==> config.mk <==
export PLATFORM = sky130hd
export DESIGN_NAME = elastic_fifo_buffer
export DESIGN_NICKNAME = d
export VERILOG_FILES = /design/src/rtl/elastic_fifo_buffer.sv
export SDC_FILE = /design/constraint.sdc
export NUM_CORES = 1
export LEC_CHECK = 0
export BUFFER_PORTS_ARGS = -buffer_cell sky130_fd_sc_hd__buf_4
export CAP_MARGIN = 40
export CORE_ASPECT_RATIO = 0.6
export CORE_MARGIN = 2
export CORE_UTILIZATION = 55
export CTS_CLUSTER_DIAMETER = 80
export CTS_CLUSTER_SIZE = 10
export DETAILED_ROUTE_END_ITERATION = 8
export PLACE_DENSITY = 0.85
export SYNTH_ARGS = -nofsm -noshare
export SYNTH_HDL_FRONTEND = slang
export SYNTH_SLANG_ARGS = --single-unit
==> constraint.sdc <==
create_clock -name clk -period 3.2 [get_ports clk]
set_clock_uncertainty 0.15 [all_clocks]
set_input_delay 0.16 -clock clk [delete_from_list [all_inputs] [get_ports clk]]
set_output_delay 0.16 -clock clk [all_outputs]
set_load 0.02 [all_outputs]
==> src/rtl/elastic_fifo_buffer.sv <==
// elastic_fifo_buffer: DEPTH-entry valid/ready elastic buffer with occupancy, almost-full and flush.
// Optional macro ELASTIC_FIFO_BYPASS_EN: zero-latency pass-through when the buffer is empty.
module elastic_fifo_buffer #(
  parameter int WIDTH     = 32,
  parameter int DEPTH     = 4,
  parameter int AF_THRESH = DEPTH - 1
) (
  input  logic                         clk,
  input  logic                         reset,
  input  logic                         flush,
  input  logic                         valid_in,
  output logic                         ready_in,
  input  logic [WIDTH-1:0]             data_in,
  output logic                         valid_out,
  input  logic                         ready_out,
  output logic [WIDTH-1:0]             data_out,
  output logic [$clog2(DEPTH+1)-1:0]   count,
  output logic                         almost_full
);
  localparam int CW = $clog2(DEPTH + 1);
  localparam int PW = $clog2(DEPTH);
  generate
    if (DEPTH < 2 || AF_THRESH < 1 || AF_THRESH > DEPTH) begin : g_bad_params
      $error("elastic_fifo_buffer: DEPTH must be >= 2 and AF_THRESH within 1..DEPTH");
    end
  endgenerate
  logic [WIDTH-1:0] mem [DEPTH];
  logic [PW-1:0]    rd_ptr, wr_ptr;
  logic             empty, bypass, wr, rd;
  assign empty       = count == '0;
  // ready_in looks only at registered occupancy, so a full buffer never accepts even if it pops.
  assign ready_in    = count != CW'(DEPTH);
  assign almost_full = count >= CW'(AF_THRESH);
`ifdef ELASTIC_FIFO_BYPASS_EN
  assign bypass      = empty & valid_in & ready_out;
  assign valid_out   = !empty | valid_in;
  assign data_out    = empty ? data_in : mem[rd_ptr];
`else
  assign bypass      = 1'b0;
  assign valid_out   = !empty;
  assign data_out    = mem[rd_ptr];
`endif
  assign wr = valid_in & ready_in & ~bypass & ~flush;
  assign rd = !empty & ready_out;
  function automatic logic [PW-1:0] nxt(input logic [PW-1:0] p);
    return p == PW'(DEPTH - 1) ? '0 : p + 1'b1;
  endfunction
  always_ff @(posedge clk or negedge reset)
    if (!reset) begin
      rd_ptr <= '0;
      wr_ptr <= '0;
      count  <= '0;
    end else if (flush) begin
      rd_ptr <= '0;
      wr_ptr <= '0;
      count  <= '0;
    end else begin
      if (wr) wr_ptr <= nxt(wr_ptr);
      if (rd) rd_ptr <= nxt(rd_ptr);
      count <= count + CW'(wr) - CW'(rd);
    end
  always_ff @(posedge clk)
    if (wr) mem[wr_ptr] <= data_in;
endmodule

# Word-level counts from Yosys, hierarchy flattened
# Memories as Yosys holds them, arrays and structs flattened.
# Cells that the tools add are included.
[totals] ram_bits=128 in_bits=37 register_bits=7 output_inout_bits=38 elab_cells=29 memories=1
[classes] n_addsub=4 n_eq_ne=3 bitwise=4 n_mux=9 reduce_logical=4 n_lt_le_gt_ge=1
[memory_table] memory="mem" depth=4 word_bits=32 rd=1 rd_clocked_by_memory_dff=0 write_ports=1 line_no="27" rtl="logic [WIDTH-1:0] mem [DEPTH];"
[op_table] op="2-to-1 mux 2 bit" n=6
[op_table] op="adder 2 x 1 -> 2 bit (second input constant)" n=2
[op_table] op="== test 2 bit (second input constant)" n=2
[op_table] op="nonzero test 2 bit" n=2
[op_table] op="adder 3 x 1 -> 3 bit" n=1
[op_table] op="AND 1 bit" n=3
[op_table] op=">= comparator 3 x 2 -> 1 bit (second input constant)" n=1
[op_table] op="logical NOT 3 bit" n=1
[op_table] op="2-to-1 mux 3 bit" n=1
[op_table] op="!= test 3 bit (second input constant)" n=1
[op_table] op="subtractor 3 x 1 -> 3 bit" n=1
[op_table] op="2-to-1 mux 1 bit" n=2
[op_table] op="logical NOT 1 bit" n=1
[op_table] op="NOT 1 bit" n=1

# Logic depth before layout (Yosys ltp)
[logic_depth] ltp_word=6 ltp_mapped=11 depth_no_buf=10

# Worst setup path before layout
# No wires, ideal clock.
[synth_path] path_type="flip-flop to flip-flop" start="reg count[1]" end="reg count[2]" period_less_slack_ns=2.535 arrival_time_ns=2.267 path_buffers=1 required_time_ns=2.932 setup_time_ns=0.118 path_stages_with_launch=12 slack_ns=0.665 path_cell_list="dfrtp_1 > or3b_1 > buf_6 > and3b_4 > inv_1 > ha_1 > inv_1 > ha_1 > inv_1 > fa_1 > xor2_1 > nor2_1"
[synth_between] elab_chain_len=6 elab_cells_between_ends=9 cone_classes="add/sub: 2; eq/ne: 1; mux: 1; bitwise: 3; reduce/logical: 2"
[synth_rtl] element="start: declaration" line_no="17" rtl="output logic [$clog2(DEPTH+1)-1:0] count,"
[synth_rtl] element="start signal: assignment" line_no="60" rtl="count <= count + CW'(wr) - CW'(rd);"
[synth_rtl] element="!= test 3 bit" line_no="32" rtl="assign ready_in = count != CW'(DEPTH);"
[synth_rtl] element="named net ready_in" line_no="12" rtl="output logic ready_in,"
[synth_rtl] element="AND 1 bit (2 in a row)" line_no="43" rtl="assign wr = valid_in & ready_in & ~bypass & ~flush;"
[synth_rtl] element="adder 3 x 1 -> 3 bit" line_no="60"
[synth_rtl] element="subtractor 3 x 1 -> 3 bit" line_no="60"
[synth_rtl] element="2-to-1 mux 3 bit" line_no="53" rtl="end else if (flush) begin"
# The timed path passes the listed nets, and every way through them passes these cells.
# A chain may end at the register's enable or synchronous reset.

# Worst setup path after layout
[layout_path] start="reg count[1]" end="reg count[2]"
[layout_between] elab_chain_len=6 elab_cells_between_ends=9 cone_classes="add/sub: 2; eq/ne: 1; mux: 1; bitwise: 3; reduce/logical: 2"
[layout_rtl] element="!= test 3 bit" line_no="32"
[layout_rtl] element="AND 1 bit (2 in a row)" line_no="43"
[layout_rtl] element="adder 3 x 1 -> 3 bit" line_no="60"
[layout_rtl] element="subtractor 3 x 1 -> 3 bit *" line_no="60"
[layout_rtl] element="2-to-1 mux 3 bit *" line_no="53"
# Mark *: on every way between the ends. The rest lies on a longest branch, timed or not.

==> results.yml <==
placement:
  portBuffers: 74
  place_area_um2: 5810
  dp_hpwl_um: 5910
  pre_cts_ws_ns: 0.542
  place.gp.congestion: 0.773
sta:
  min_period_over_period_pct: 83.3
  fin_setup_tns_ns: 0
  finalHoldViolations: 0
  fmax_mhz: 375
  rsz0062_at_grt: "false"
  finalWorstSetupSlack_ns: 0.534
  setup_viol: 0
  tightestPinTransition_ns: 0.875
  drv_slew: 0
  layout_min_cycle_time_ns: 2.67
  max-slew-margin-rel_pct: 41.7
clocking:
  cts_resized: 0
  cts_setup_buffers: 0
  h-tree-depth: 4
  cts_buffers: 17
  clockBufferDepth: 2
  cts.sinks: 135
  path_clk_slew_ns: 0.05
  cts-root-buf: "clkbuf_16"
  clk_latency_ns: 0.41
  cts_tree: "yes"
drt:
  wirelength_um: 9740
  first_pass_iters: 4
  wl_per_cell_um: 20.5
  post-route-drc-count: 0
  wl_met3_um: 597
  via_per_inst: 5.40
  m1WireLength_um: 4180
  via_count: 2566
  top_layer: "met4"
  antenna_left: 0
  met2_length_um: 4890
  drt_iter0_markers: 269
global_route:
  grt_pass1_vias: 2759
  antenna_found_initial: 0
  overflow: 0
  grt_use_total_pct: 21.1
  grt_max_degree: 33
  grt_pass1_wl_um: 14800
floorplan:
  num_io_pins: 75
  start_util_pct: 56.1
  die_width_um: 128
  coreArea_um2: 9090
  die_area_um2: 10100
  die_h_um: 78.6
  row_count: 27
hold_path:
  hold_path.class: "in -> reg"
worst_setup_path:
  crit_required_ns: 3.35
  worstPathMaxFanout: 7
  timing.critical_path.from_type: "register"
  r2r_slack_ns: 0.53
  end_kind: "register"
  crit_type: "reg -> reg"
  arrival_ns: 2.81
yosys:
  synth_fa_ha_area_share_pct: 2.35
  yosysUniqueCellTypes: 25
  synth_mux_area_share_pct: 14.3
  yosys-top-cells-area: "edfxtp_1, mux4_2, dfrtp_1, ha_1, inv_1"
  synth_cells: 218
  synth_top_family_by_area: "multiplexers"
  synth_compound_area_share_pct: 0.834
  syn_avg_cell_area_um2: 23.4
  synth_xor_area_share_pct: 0.172
  synth-seq-cells: 135
  ys_seq_area_share_pct: 78.8
  yosysWarnings: 0
  synth_top_area_share_pct: 75.3
  synthSimpleGateAreaFrac_pct: 1.94
  netlist_area_um2: 5100
  synthesis.nets: 264
  yosys.area.top_type: "edfxtp_1"
status:
  status: "complete, no violations"
power_and_ir_drop:
  powerDensity_nw_per_um2: 753
  ir_drop_uv: 638
  leakage_nw: 2.41
cells_and_area:
  syn_to_final_growth_pct: 31.8
  mostFrequentLayoutCell: "edfxtp_1"
  utilization_pct: 74.0
  fin_area_um2: 6720
  num_antenna_cells: 0
  finalNetCount: 392
  final_cell_mix: "edfxtp_1, buf_4, dlygate4sd3_1, mux4_2, clkbuf_16"
  drive_gt1_share_pct: 40.7
run:
  cap_violations: 0
## per-layer routing
metal	GRT usage (%)	up-vias
met1	26.9	1305
met2	34.6	93
li1	-	1160
met4	5.71	0
met3	8.04	8
met5	0	-
## worst max-delay path, stage by stage, from the launching register on
cell	delay, ns
dfrtp_1	0.46
or3b_1	0.50
and3b_4	0.25
inv_1	0.05
ha_1	0.22
inv_1	0.07
ha_1	0.14
inv_1	0.05
fa_1	0.40
xor2_1	0.20
nor2_1	0.06
## what timing repair did
item                                    4_1_cts  5_1_grt
hold buffers                                 37        0
hold endpoints to repair                    142        0
endpoints found under the setup margin        0        0
## stage by stage
stage | total power, mW | cells | hold WS (ns)
5_1_grt | 5.27 | 475 | 0.115
3_3_place_gp | 3.22 | 406 | -0.173
4_1_cts | 5.10 | 475 | 0.0359
3_5_place_dp | 3.27 | 406 | -0.174
6_report | 5.06 | 475 | 0.0824
2_1_floorplan | 2.84 | 218 | -0.286
## sequential cells by signal (all words and copies together), names as in the netlist
signal	flops
count	3
wr_ptr	2
rd_ptr	2
mem	128
## synth_stat cells
library cell    n
o31ai_1         1
a21oi_1         3
ha_1            8
or3_2           1
nand3_1         2
clkbuf_1        2
inv_1           7
and2_1          4
mux2i_1         1
or3_1           1
o21ai_0         1
buf_4           3
nor2b_1         1
nor2_1          4
nand2_1         2
xor2_1          1
and3b_4         1
dfrtp_1         7
a21o_1          2
edfxtp_1      128
or3b_1          1
fa_1            1
mux4_2         32
buf_6           1
buf_2           3
## kinds of logic (layout without fill, tap and decap cells)
group / after synthesis / count (layout)
buffers and inverters: 16 / 157
XOR/XNOR: 1 / 1
flip-flops: 135 / 135
multiplexers: 33 / 33
adder cells (fa/ha/maj): 9 / 9
AND/OR/NAND/NOR: 17 / 17
AO/OA/AOI/OAI: 7 / 7
## final cells by class
type	instances	area (µm²)
tap	116	145
sequential	135	4020
clock buffer	21	440
timing repair buffer	118	978
fill	528	2360
multi-input combinational	67	1010
clock inverter	11	108
inverter	7	26.3
## power by group
part | internal (mW) | switching, mW | leakage [nW]
Sequential | 2.05 | 0.103 | 1.25
Combinational | 0.559 | 0.554 | 0.888
Clock | 1.13 | 0.665 | 0.265
## final timing paths
kind                                            start                    end  depth (start not counted)
worst min register to register  wr_ptr[0]$_DFFE_PN0P_  wr_ptr[0]$_DFFE_PN0P_                          3
max in group asynchronous                       reset  rd_ptr[0]$_DFFE_PN0P_                          3
worst max-delay path               count[1]$_DFF_PN0_     count[2]$_DFF_PN0_                         10
worst max register to register     count[1]$_DFF_PN0_     count[2]$_DFF_PN0_                         10
worst min-delay path                        ready_out  rd_ptr[1]$_DFFE_PN0P_                          4
min in group asynchronous                       reset     count[0]$_DFF_PN0_                          3
No activity file was read; power rests on OpenSTA's default activity.
